**src/rtl/uart_tx_arbiter.sv**
```systemverilog
// Round-robin arbiter that shares one UartTx serializer among NUM_PORTS byte streams.
// A port keeps the transmitter until it sends a byte flagged last. A stalled lock can be dropped after a timeout.
module uart_tx_arbiter #(
    parameter int          NUM_PORTS    = 4,
    parameter logic [31:0] LOCK_TIMEOUT = 32'd1000000
) (
    input  logic                         clk,
    input  logic                         reset,
    input  logic [NUM_PORTS-1:0]         req_valid,
    input  logic [8*NUM_PORTS-1:0]       req_data,
    input  logic [NUM_PORTS-1:0]         req_last,
    output logic [NUM_PORTS-1:0]         req_ready,
    output logic                         tx_enable,
    output logic [7:0]                   tx_data,
    input  logic                         tx_ready,
    output logic [$clog2(NUM_PORTS)-1:0] grant,
    output logic                         locked,
    output logic                         busy
);

    localparam int GW = $clog2(NUM_PORTS);

    localparam logic [1:0] S_IDLE  = 2'd0;
    localparam logic [1:0] S_START = 2'd1;
    localparam logic [1:0] S_BUSY  = 2'd2;

    logic [1:0]    state;
    logic [GW-1:0] rr_ptr;
    logic [31:0]   to_cnt;
    logic [GW-1:0] rr_sel;
    logic [GW-1:0] cand;
    logic [GW-1:0] sel;
    logic          idle;
    logic          xfer;
    logic [7:0]    sel_byte;

    // Scan from the farthest offset to the nearest so the port closest after rr_ptr wins.
    always_comb begin
        rr_sel = rr_ptr;
        cand   = '0;
        for (int k = NUM_PORTS; k >= 1; k--) begin
            cand = GW'((int'(rr_ptr) + k) % NUM_PORTS);
            if (req_valid[cand]) begin
                rr_sel = cand;
            end
        end
    end

    assign idle     = (state == S_IDLE);
    assign sel      = locked ? grant : rr_sel;
    assign xfer     = idle && tx_ready && req_valid[sel];
    assign sel_byte = req_data[{sel, 3'b000} +: 8];
    assign busy     = !idle;

    // A lock owner sees ready even without valid, so it can resume its packet at once.
    always_comb begin
        req_ready = '0;
        if (idle && tx_ready && (locked || req_valid[sel])) begin
            req_ready[sel] = 1'b1;
        end
    end

    always_ff @(posedge clk) begin
        if (reset) begin
            state     <= S_IDLE;
            tx_enable <= 1'b0;
            tx_data   <= 8'h00;
            locked    <= 1'b0;
            grant     <= '0;
            rr_ptr    <= GW'(NUM_PORTS - 1);
            to_cnt    <= 32'd0;
        end else begin
            case (state)
                S_IDLE: begin
                    if (xfer) begin
                        tx_data   <= sel_byte;
                        tx_enable <= 1'b1;
                        grant     <= sel;
                        rr_ptr    <= sel;
                        locked    <= !req_last[sel];
                        state     <= S_START;
                    end
                end
                // UartTx loads its bit counter on this edge, so tx_ready is not yet meaningful.
                S_START: begin
                    tx_enable <= 1'b0;
                    state     <= S_BUSY;
                end
                S_BUSY: begin
                    if (tx_ready) begin
                        state <= S_IDLE;
                    end
                end
                default: state <= S_IDLE;
            endcase

            if (xfer || !locked) begin
                to_cnt <= 32'd0;
            end else if (idle && !req_valid[grant] && (LOCK_TIMEOUT != 32'd0)) begin
                if (to_cnt == LOCK_TIMEOUT - 32'd1) begin
                    locked <= 1'b0;
                    to_cnt <= 32'd0;
                    rr_ptr <= grant;
                end else begin
                    to_cnt <= to_cnt + 32'd1;
                end
            end
        end
    end

endmodule
```
**config.mk**
```make
export PLATFORM = sky130hd
export DESIGN_NAME = uart_tx_arbiter
export DESIGN_NICKNAME = d
export VERILOG_FILES = /design/src/rtl/uart_tx_arbiter.sv
export SDC_FILE = /design/constraint.sdc
export NUM_CORES = 1
export LEC_CHECK = 0
export BUFFER_PORTS_ARGS = -buffer_cell sky130_fd_sc_hd__buf_2
export CELL_PAD_IN_SITES_DETAIL_PLACEMENT = 0
export CELL_PAD_IN_SITES_GLOBAL_PLACEMENT = 2
export CORE_ASPECT_RATIO = 0.8
export CORE_MARGIN = 3
export CORE_UTILIZATION = 32
export CTS_CLUSTER_SIZE = 8
export DETAILED_ROUTE_END_ITERATION = 8
export GPL_ROUTABILITY_DRIVEN = 0
export PLACE_DENSITY = 0.88
export SYNTH_ARGS = -nofsm -noshare
export SYNTH_HDL_FRONTEND = slang
export SYNTH_SLANG_ARGS = --single-unit
```
**constraint.sdc**
```tcl
create_clock -name clk -period 3.3 [get_ports clk]
set_clock_uncertainty 0.15 [all_clocks]
set_input_delay 0.66 -clock clk [delete_from_list [all_inputs] [get_ports clk]]
set_output_delay 0.66 -clock clk [all_outputs]
set_load 0.05 [all_outputs]
```
Word level (Yosys, flattened, before mapping)
Cells that the tools add are included.
W data, S select, Z words.
{ "word_totals": {"reg_bits": 48, "latchBits": 0, "mem_bits_rw": 0, "mem_bits_ro": 0, "input_bits": 43, "output_inout_bits": 17, "word_cells": 80, "n_memories": 0} }
{ "classes": {"add_sub_neg": 5, "n_mul": 0, "n_div": 0, "order_cmp": 7, "n_eq_ne": 5, "shift": 1, "mux": 38, "bitwise_logic": 0, "n_reduce_logical": 17} }
{ "op_table": {"columns": ["op", "count"], "rows": [
  ["$add A32 B1 Y32 const B", 1],
  ["$eq A32 B20 Y1 const B", 1],
  ["$mux W32", 1],
  ["$shiftx A32 B6 Y8", 1],
  ["$mux W2", 12],
  ["$lt A2 B3 Y1 const B", 6],
  ["$bmux W1 S2", 7],
  ["$mux W1", 14],
  ["$pmux W2 S3", 1],
  ["$reduce_and A2 Y1", 3],
  ["$logic_and A1 B1 Y1", 5],
  ["$add A2 B1 Y2 const B", 2],
  ["$add A2 B2 Y2 const B", 2],
  ["$logic_not A1 Y1", 4],
  ["$mux W4", 1],
  ["$demux W1 S2", 1],
  ["$eq A2 B1 Y1 const B", 1],
  ["$eq A2 B2 Y1 const B", 1],
  ["$ge A2 B1 Y1 const B", 1],
  ["$logic_not A2 Y1", 1],
  ["$logic_or A1 B1 Y1", 2],
  ["$ne A2 B1 Y1 const B", 1],
  ["$ne A2 B2 Y1 const B", 1],
  ["$pmux W1 S2", 1],
  ["2 further kinds", 2]
]} }

Depth between registers and ports, before layout
Gate-level depths: netlist (run 1).
{ "depth": {"depth_word": 16, "mapped_depth": 9, "ltp_nobuf": 8} }

Worst setup path after synthesis (run 1)
OpenSTA, ideal clock, no wires.
{ "synth_path": {"kind": "input port to output port", "start": "in req_valid[0]", "end": "out req_ready[0]", "arrival_ns": 4.186, "required_time_ns": 2.490, "setup_slack_ns": -1.696, "path_stages": 6, "n_path_buf": 0, "path_cell_list": "or2_1 -> a311oi_2 -> o21ai_1 -> a21oi_2 -> a21oi_1 -> a2111oi_0"} }
{ "synth_via": {"elab_chain_len": 12} }
{ "synth_rtl": {"columns": ["element", "line", "text"], "rows": [
  ["from (decl)", "9", "input logic [NUM_PORTS-1:0] req_valid,"],
  ["$bmux W1 S2", "43", "if (req_valid[cand]) begin"],
  ["$mux W1 (implied by the code)", "43", null],
  ["$mux W2 (4 in a row)", "43", null],
  ["$mux W2", "50", "assign sel = locked ? grant : rr_sel;"],
  ["$lt A2 B3 Y1 (implied by the code), or another cell as far along", "59", "req_ready[sel] = 1'b1;"],
  ["$logic_and A1 B1 Y1 (implied by the code) / $mux W1 (equally long branches)", "59, 58", null],
  ["$mux W1 (implied by the code) / $logic_or A1 B1 Y1 (equally long branches)", "59, 58", null],
  ["$demux W1 S2 / $logic_and A1 B1 Y1 (equally long branches)", "59, 58", null],
  ["$mux W4 (*)", "58", "if (idle && tx_ready && (locked || req_valid[sel])) begin"],
  ["to (decl)", "12", "output logic [NUM_PORTS-1:0] req_ready,"]
]} }
Mark *: on every way between the ends. The rest lies on a longest branch, timed or not. The select of a mux whose other input is x is not followed.

Worst setup path after layout (run 1)
{ "layout_path": {"start": "in req_valid[1]", "end": "out req_ready[0]"} }
The elaborated chain is that of the path after synthesis.

==> results of run 1 <==
power groups by stage:
stage               clock (mW)  combinational, mW  sequential (mW)
global route             0.536               1.35            0.741
global placement             0               1.23            0.740
floorplan                    0              0.793            0.903
finish                   0.493               1.25            0.729
CTS                      0.514               1.25            0.726
detailed placement           0               1.24            0.738
cells in the final DEF, fill, tap and decap left out, drive strengths merged, types with 6 or more instances in the layout:
| master | count |
|---|---|
| xor2 | 19 |
| nor2 | 56 |
| o21ai | 8 |
| nand3 | 17 |
| mux4 | 9 |
| clkbuf | 6 |
| nor3 | 9 |
| inv | 7 |
| buf | 68 |
| nand2b | 8 |
| dfxtp | 48 |
| a21oi | 12 |
| xnor2 | 11 |
| nand4 | 6 |
| and3 | 6 |
| mux2i | 9 |
| nand2 | 20 |
final timing paths:
path                             end  cells after the start
max                     req_ready[0]                      8
min           tx_enable$_SDFFE_PP0P_                      2
max reg2reg  to_cnt[10]$_SDFFE_PP0P_                      8
min reg2reg   tx_enable$_SDFFE_PP0P_                      2
registers in the layout (all words and copies together) (netlist names):
name / count
to_cnt: 32
tx_enable: 1
state: 2
rr_ptr: 2
grant: 2
locked: 1
tx_data: 8
routing by layer:
metal / wire [um] / part of all wire [%] / up-vias / global-route usage (%)
met1: 3098 / 49 / 1097 / 19.43
met5: 0 / 0 / - / 0
li1: - / - / 1180 / -
met2: 2794 / 44 / 62 / 22.29
met3: 324 / 5.1 / 8 / 2.595
met4: 80 / 1.3 / 0 / 4.587
metrics by stage:
stage	hold slack, ps	util, %	std cells
after floorplan	294.6	-	299
after global placement	294.9	39.17	463
after detailed placement	316.1	39.17	463
after CTS	328.7	40.82	470
after global routing	367.2	41.05	470
final	319.0	41.05	470
kinds of logic (layout without fill, tap and decap cells):
family                   Yosys count  after routing  synth area share (%)
flip-flops                        48             48                 36.19
XOR/XNOR                          30             30                 9.896
AO/OA/AOI/OAI                     37             37                 10.42
buffers and inverters             21             84                 3.817
multiplexers                      18             18                 11.03
adder cells (fa/ha/maj)            1              1                0.4712
AND/OR/NAND/NOR                  144            144                 28.18
worst max-delay path: cells and delay by family:
family                 cells  cell delay [ps]
AOI/OAI and AO/OA          5             1170
buffers and inverters      2              330
and+or+nand+nor            1              250
cell type report:
cell class / instances / share of cell area, %
clock buffers: 5 / 2.100
clock inverters: 2 / 1.833
inverters: 8 / 0.9164
multi-input cells: 230 / 49.75
flip-flops and latches: 48 / 29.32
well taps: 108 / 4.124
repair buffers: 69 / 11.95
timing repair:
| action | 4_1_cts | 5_1_grt |
|---|---|---|
| endpoints found under the setup margin | 1 | 4 |
| gates resized for setup | 1 | 5 |
| pin swaps | 0 | 1 |
==> results_dict.tcl, run 1 <==
set metrics [dict create \
    tightestPinTransition_ps 595.4 \
    critPathSlowestCell "a311oi_2" \
    clock_path_buffers 2 \
    antenna_found_initial 0 \
    numCtsBuffers 5 \
    leakage_nw 1.288 \
    cp-end-kind "output port" \
    n_antenna_cell 0 \
    finalCriticalPeriod_ps 3224 \
    min-delay-start "tx_enable$_SDFFE_PP0P_" \
    synth_top_area_share_pct 36.19 \
    cpMostUsedCell "a21oi_2" \
    cts_setup_buffers 0 \
    yosys-top-cells-count "nor2_1, dfxtp_1, nand2_1" \
    start_kind "primary input" \
    vias_per_cell 4.994 \
    die_width_um 107.8 \
    die_h_um 87.47 \
    finalSetupTns_ps 0 \
    synth_edf_count 0 \
    track_usage_pct 14.08 \
    power_density_nw_per_um2 755.6 \
    hold_violations 0 \
    grt_pass1_vias 2246 \
    grt_setup_unrepaired "yes" \
    first_pass_iters 5 \
    synth_flop_cell "dfxtp_1" \
    cts_sinks 48 \
    crit_arrival_ps 2410 \
    crit_fanout 4 \
    drc 0 \
    worstPathRequired_ps 2490 \
    p_clk_share_pct 19.9 \
    die-area_um2 9433 \
    post_drt_wl_per_cell_um 13.40 \
    hp-class "reg2reg" \
    switching_power_mw 1.044 \
    grt_max_degree 31 \
    initial_utilization_pct 33.26 \
    ys_warn_count 0 \
    finalCritPeriodShare_pct 97.71 \
    worstPathCellList "buf_2, or2_1, a311oi_2, o21ai_2, a21oi_2, a21oi_2, a2111oi_4, buf_6" \
    vdd_drop_max_mv 0.4398 \
    synth_cells 299 \
    internal_power_mw 1.432 \
    finalWirelength_mm 6.298 \
    antenna_left 0 \
    synthArstFlopShare_pct 0 \
    fmax_mhz 310.1 \
    core_um2 7983 \
    timing.rr.start "locked$_SDFF_PP0_" \
    p_comb_share_pct 50.7 \
    yosysUniqueCellTypes 54 \
    io_buffers 59 \
    final-setup-viol-count 0 \
    synth-seq-cells 48 \
    cpPeakStageDelay_ps 410 \
    maxCapViolations 0 \
    clk_pin_slew_ps 80 \
    cts_root_buf "clkbuf_8" \
    areaGrowthSynthToFinish_pct 23.42 \
    vias 2347 \
    synth_most_common_cell "nor2_1" \
    avgSynthCellArea_um2 8.880 \
    critPathKind "in2out" \
    fillCellCount 842 \
    grt.overflow.total 0 \
    slew_viol_final 0 \
    htreeDepth 2 \
    total_power_mw 2.476 \
    postCtsHoldBufs 0 \
    p_sw_share_pct 42.16 \
    hpwl_mm 4.758 \
    setup_slack_ps 75.67 \
    drt_iter0_drc 93 \
    rows 29 \
    register_area_um2 960.9 \
    final_layout_size_suffix_gt1_share_pct 28.45 \
    grt_pass1_wl_mm 10.73 \
    syn_nets 343 \
    yosysTopAreaCell "dfxtp_1" \
    syn-cell-area_um2 2655 \
    multi_input_area_um2 1630 \
    nNetsFinal 406 \
    place_area_um2 3127 \
    seq_area_frac_synth_pct 36.19 \
    clkLatencyLatePin_ps 300 \
    final_area_um2 3277 \
    tritoncts "done" \
    power_frac_seq_pct 29.4 \
    crit_start "req_valid[1]" \
    relSlewSlack_pct 60.16 \
    ff2ff_setup_slack_ps 600 \
    dp_slack_ps -4.754 \
    synth_area_leaders "dfxtp_1, mux4_2, nor2_1, xor2_1, xnor2_1" \
    io_pins 60 \
    status "finished clean" \
]
Power figures use the tool's default switching activity.
==> inputs of run 2 (changes only) <==
--- a/config.mk
+++ b/config.mk
@@ -11,10 +11,12 @@
 export CORE_ASPECT_RATIO = 0.8
 export CORE_MARGIN = 3
 export CORE_UTILIZATION = 32
+export CTS_BUF_LIST = sky130_fd_sc_hd__clkbuf_16
 export CTS_CLUSTER_SIZE = 8
 export DETAILED_ROUTE_END_ITERATION = 8
 export GPL_ROUTABILITY_DRIVEN = 0
 export PLACE_DENSITY = 0.88
+export SKIP_LAST_GASP = 1
 export SYNTH_ARGS = -nofsm -noshare
 export SYNTH_HDL_FRONTEND = slang
 export SYNTH_SLANG_ARGS = --single-unit
==> run 2 against run 1 <==
Sequential share of layout area fell by 0.50 points; clock-buffer cell count did not move; fmax rose by 0.51%; largest cell class unchanged; via count fell by 0.30%; register-to-register slack got worse by 200 ps; flip-flop and latch count did not move; critical path type is now reg2out; die area did not move.
==> results_dict.tcl, run 2 (synthesis gave the netlist of run 1 again) <==
set metrics [dict create \
    status "finished clean" \
    finalWirelength_mm 6.331 \
    leakage_nw 1.314 \
    antenna_found_initial 0 \
    worstPathRequired_ps 2490 \
    fmax_mhz 311.7 \
    track_usage_pct 14.19 \
    final_area_um2 3333 \
    final-setup-viol-count 0 \
    hpwl_mm 4.758 \
    top_register "to_cnt" \
    whs_ps 315.6 \
    htreeDepth 2 \
    numCtsBuffers 5 \
    finalSetupTns_ps 0 \
    vias_per_cell 4.979 \
    top_regs "to_cnt: 32 flops, tx_data: 8 flops" \
    areaGrowthSynthToFinish_pct 25.54 \
    layout_commonest_cell "buf_2" \
    dp_cells 463 \
    tightestPinTransition_ps 598.2 \
    cts_setup_buffers 0 \
    postCtsHoldBufs 0 \
    cts_root_buf "clkbuf_16" \
    cp-end-kind "output port" \
    io_buffers 59 \
    start_kind "register" \
    layout.cells.non_filler 470 \
    grt_pass1_wl_mm 10.78 \
    largest_reg_flops 32 \
    crit_arrival_ps 2400 \
    hold_violations 0 \
    clk_pin_slew_ps 60 \
    core_um2 7983 \
    drt_iter0_drc 88 \
    crit_fanout 11 \
    place_area_um2 3127 \
    finalCritPeriodShare_pct 97.21 \
    n_antenna_cell 0 \
    grt_max_degree 31 \
    die_width_um 107.8 \
    tritoncts "done" \
    slew_viol_final 0 \
    io_pins 60 \
    antenna_left 0 \
    critPathKind "reg2out" \
    post_drt_wl_per_cell_um 13.47 \
    maxCapViolations 0 \
    relSlewSlack_pct 59.97 \
    initial_utilization_pct 33.26 \
    die-area_um2 9433 \
    first_pass_iters 4 \
    cts_sinks 48 \
    grt.overflow.total 0 \
    hp-class "reg2reg" \
    vias 2340 \
    vdd_drop_max_mv 0.4387 \
    die_h_um 87.47 \
    clock_path_buffers 2 \
    drc 0 \
    rows 29 \
    fillCellCount 835 \
    clkLatencyLatePin_ps 280 \
    power_density_nw_per_um2 785.0 \
    nNetsFinal 406 \
    finalCriticalPeriod_ps 3208 \
    final_cell_mix "buf_2, nor2_1, dfxtp_1" \
    grt_pass1_vias 2242 \
    grt_setup_unrepaired "yes" \
    final_layout_size_suffix_gt1_share_pct 28.45 \
]
## run 2: report_power, final
part	switching, mW	internal, mW
Sequential	0.0795	0.652
Clock	0.206	0.430
Combinational	0.768	0.482
Total	1.05	1.56
## run 2: routing by layer
metal / GRT usage (%) / share of wire (%) / vias to the layer above
met2: 22.46 / 45 / 58
met5: 0 / 0 / -
met4: 4.931 / 1.2 / 0
met3: 2.595 / 5.2 / 5
met1: 19.47 / 49 / 1096
li1: - / - / 1181
## run 2: worst paths after layout
path / start / to / slack, ps / cells past startpoint
max: locked$_SDFF_PP0_ / req_ready[3] / 90 / 6
min: tx_enable$_SDFFE_PP0P_ / tx_enable$_SDFFE_PP0P_ / 320 / 2
max reg2reg: locked$_SDFF_PP0_ / to_cnt[10]$_SDFFE_PP0P_ / 400 / 8
min reg2reg: tx_enable$_SDFFE_PP0P_ / tx_enable$_SDFFE_PP0P_ / 320 / 2
## run 2: cell type report
class	instances	area [um2]	share of cell area, %
clock buffer	5	125.1	3.754
clock inverter	2	60.06	1.802
inverter	8	30.03	0.9009
multi-input combinational	230	1630	48.91
sequential	48	960.9	28.83
tap	108	135.1	4.054
timing repair buffer	69	391.6	11.75
## run 2: per-stage QoR
| stage | power [mW] | utilization (%) | worst slack (ps) |
|---|---|---|---|
| 2_1_floorplan | 1.696 | - | -346.9 |
| 3_3_place_gp | 1.971 | 39.17 | 80.04 |
| 3_5_place_dp | 1.978 | 39.17 | -4.754 |
| 4_1_cts | 2.636 | 41.52 | 32.35 |
| 5_1_grt | 2.776 | 41.76 | -47.42 |
| 6_report | 2.617 | 41.76 | 92.06 |
## run 2: timing repair
item,in CTS,in global routing
gates resized for setup,1,5
endpoints found under the setup margin,1,4
pin swaps,0,1
## run 2: worst max-delay path, stage by stage (launching register included)
cell and delay, ps:
dfxtp_1 610, nand2_1 280, o311a_1 190, a211oi_1 520
a21o_1 230, nor3_1 50, buf_2 230
==> inputs of run 3 (changes only) <==
--- a/config.mk
+++ b/config.mk
@@ -10,13 +10,12 @@
 export CELL_PAD_IN_SITES_GLOBAL_PLACEMENT = 2
 export CORE_ASPECT_RATIO = 0.8
 export CORE_MARGIN = 3
-export CORE_UTILIZATION = 32
+export CORE_UTILIZATION = 29
 export CTS_BUF_LIST = sky130_fd_sc_hd__clkbuf_16
 export CTS_CLUSTER_SIZE = 8
 export DETAILED_ROUTE_END_ITERATION = 8
 export GPL_ROUTABILITY_DRIVEN = 0
-export PLACE_DENSITY = 0.88
-export SKIP_LAST_GASP = 1
+export PLACE_DENSITY = 0.85
 export SYNTH_ARGS = -nofsm -noshare
 export SYNTH_HDL_FRONTEND = slang
 export SYNTH_SLANG_ARGS = --single-unit
==> constraint.sdc (replaced) <==
create_clock -name clk -period 2.7 [get_ports clk]
set_clock_uncertainty 0.15 [all_clocks]
set_input_delay 0.54 -clock clk [delete_from_list [all_inputs] [get_ports clk]]
set_output_delay 0.54 -clock clk [all_outputs]
set_load 0.05 [all_outputs]
==> run 3 against run 2 <==
The flow now finishes with violations (setup timing); critical path depth increased by 2; hold slack lost 5.9 ps; design area rose by 7.2%; via count increased by 2.2%; register-to-register slack got worse by 130 ps; power up 30%; first-iteration DRC count increased by 6.8%; sequential power increased by 24%; critical path type is now in2out; critical endpoint is now req_ready[0]; highest routed layer unchanged.
==> results_dict.tcl, run 3 (synthesis gave the netlist of run 1 again) <==
set metrics [dict create \
    crit_fanout 3 \
    relSlewSlack_pct 75.83 \
    htreeDepth 2 \
    die_h_um 91.58 \
    critPathKind "in2out" \
    crit_arrival_ps 2040 \
    p_sw_share_pct 41.63 \
    io_buffers 59 \
    finalWirelength_mm 6.556 \
    cp-end-kind "output port" \
    p_comb_share_pct 51.9 \
    core_um2 8708 \
    areaGrowthSynthToFinish_pct 34.59 \
    fillCellCount 904 \
    start_kind "primary input" \
    track_usage_pct 13.28 \
    clk_pin_slew_ps 70 \
    io_pins 60 \
    die_width_um 113.0 \
    n_antenna_cell 0 \
    vias_per_cell 4.900 \
    power_density_nw_per_um2 951.3 \
    grt_max_degree 31 \
    finalCritPeriodShare_pct 101.0 \
    antenna_left 0 \
    worstPathRequired_ps 2010 \
    first_pass_iters 4 \
    rows 30 \
    finalSetupTns_ps -26.96 \
    p_clk_share_pct 21.4 \
    power_frac_seq_pct 26.7 \
    cts_root_buf "clkbuf_16" \
    final_cell_mix "buf_2, nor2_1, dfxtp_1" \
    cts_sinks 48 \
    grt_pass1_vias 2386 \
    final-setup-viol-count 1 \
    nNetsFinal 419 \
    hp-class "reg2reg" \
    vdd_drop_max_mv 0.5244 \
    finalCriticalPeriod_ps 2727 \
    largest_reg_flops 32 \
    hold_violations 0 \
    top_register "to_cnt" \
    tightestPinTransition_ps 361.2 \
    maxCapViolations 0 \
    final_layout_size_suffix_gt1_share_pct 34.84 \
    violations "setup timing" \
    post_drt_wl_per_cell_um 13.43 \
    clkLatencyLatePin_ps 300 \
    hpwl_mm 4.905 \
    slew_viol_final 0 \
    leakage_nw 1.406 \
    drc 0 \
    total_power_mw 3.400 \
    drt_iter0_drc 94 \
    antenna_found_initial 0 \
    switching_power_mw 1.415 \
    status "finished with violations" \
    grt_setup_unrepaired "yes" \
    grt_pass1_wl_mm 11.15 \
    setup_slack_ps -26.96 \
    die-area_um2 10350 \
    fmax_mhz 366.7 \
    top_regs "to_cnt: 32 flops, tx_data: 8 flops" \
    initial_utilization_pct 30.49 \
    postCtsHoldBufs 0 \
    internal_power_mw 1.984 \
    layout_commonest_cell "buf_2" \
    numCtsBuffers 5 \
    grt.overflow.total 0 \
    tritoncts "done" \
    vias 2391 \
    clock_path_buffers 2 \
]
[run 3: changes by cell type in the layout (fill, tap and decap cells not counted), moves of 3 or more]
cell and delta:
buf_4 +12, buf_2 -4, buf_6 +4, dfxtp_1 -3, dfxtp_4 +3
[run 3: final timing paths]
kind	start	to	slack (ps)	cells after the start
setup / recovery	req_valid[0]	req_ready[0]	-30	8
hold / removal	tx_enable$_SDFFE_PP0P_	tx_enable$_SDFFE_PP0P_	310	2
setup reg to reg	rr_ptr[1]$_SDFF_PP1_	to_cnt[14]$_SDFFE_PP0P_	270	10
hold reg to reg	tx_enable$_SDFFE_PP0P_	tx_enable$_SDFFE_PP0P_	310	2
[run 3: stage by stage]
stage | hold slack, ps | cells | util, % | cell area [um2] | setup WS (ps)
6_report | 309.6 | 488 | 41.03 | 3573 | -26.96
5_1_grt | 347.6 | 488 | 41.03 | 3573 | -125.2
4_1_cts | 317.0 | 488 | 40.45 | 3522 | -53.30
3_5_place_dp | 305.4 | 479 | 37.97 | 3307 | -170.7
3_3_place_gp | 294.3 | 479 | 37.97 | 3307 | -143.7
2_1_floorplan | 294.6 | 299 | - | 2740 | -231.1
[run 3: power by group through the flow]
stage | registers (mW) | clock network (mW) | logic, mW
2_1_floorplan | 1.11 | 0 | 1.04
3_3_place_gp | 0.903 | 0 | 1.70
3_5_place_dp | 0.900 | 0 | 1.71
4_1_cts | 0.891 | 0.744 | 1.74
5_1_grt | 0.923 | 0.784 | 1.91
6_report | 0.909 | 0.727 | 1.76
[run 3: layout make-up]
cell class                 instances  area (um2)  area share [%]
inverter                           8       31.28          0.8753
tap                              112       140.1           3.922
sequential                        48       972.2           27.21
clock inverter                     3       46.29           1.296
multi-input combinational        230        1719           48.11
clock buffer                       5       125.1           3.501
timing repair buffer              82       539.3           15.09
[run 3: metal layers]
metal  global-route usage (%)  share of wire [%]  vias up
met2                    19.82                 43       66
met5                        0                  0        -
met3                    5.130                7.3        7
met4                    3.003               0.98        0
met1                    18.09                 48     1109
li1                         -                  -     1209
[run 3: critical path, cell delays in order]
cell and delay, ps:
buf_6 90, or2_4 260, a311oi_4 270, o21ai_2 120
a21oi_2 160, a21oi_2 70, a2111oi_4 310, buf_6 210
[run 3: what timing repair did]
item / CTS / global route
cloned: 0 / 0
setup buffers: 1 / 0
endpoints found under the setup margin: 4 / 4
pin swaps: 2 / 4
gates resized for setup: 11 / 11
endpoints found under the hold margin: 0 / 0
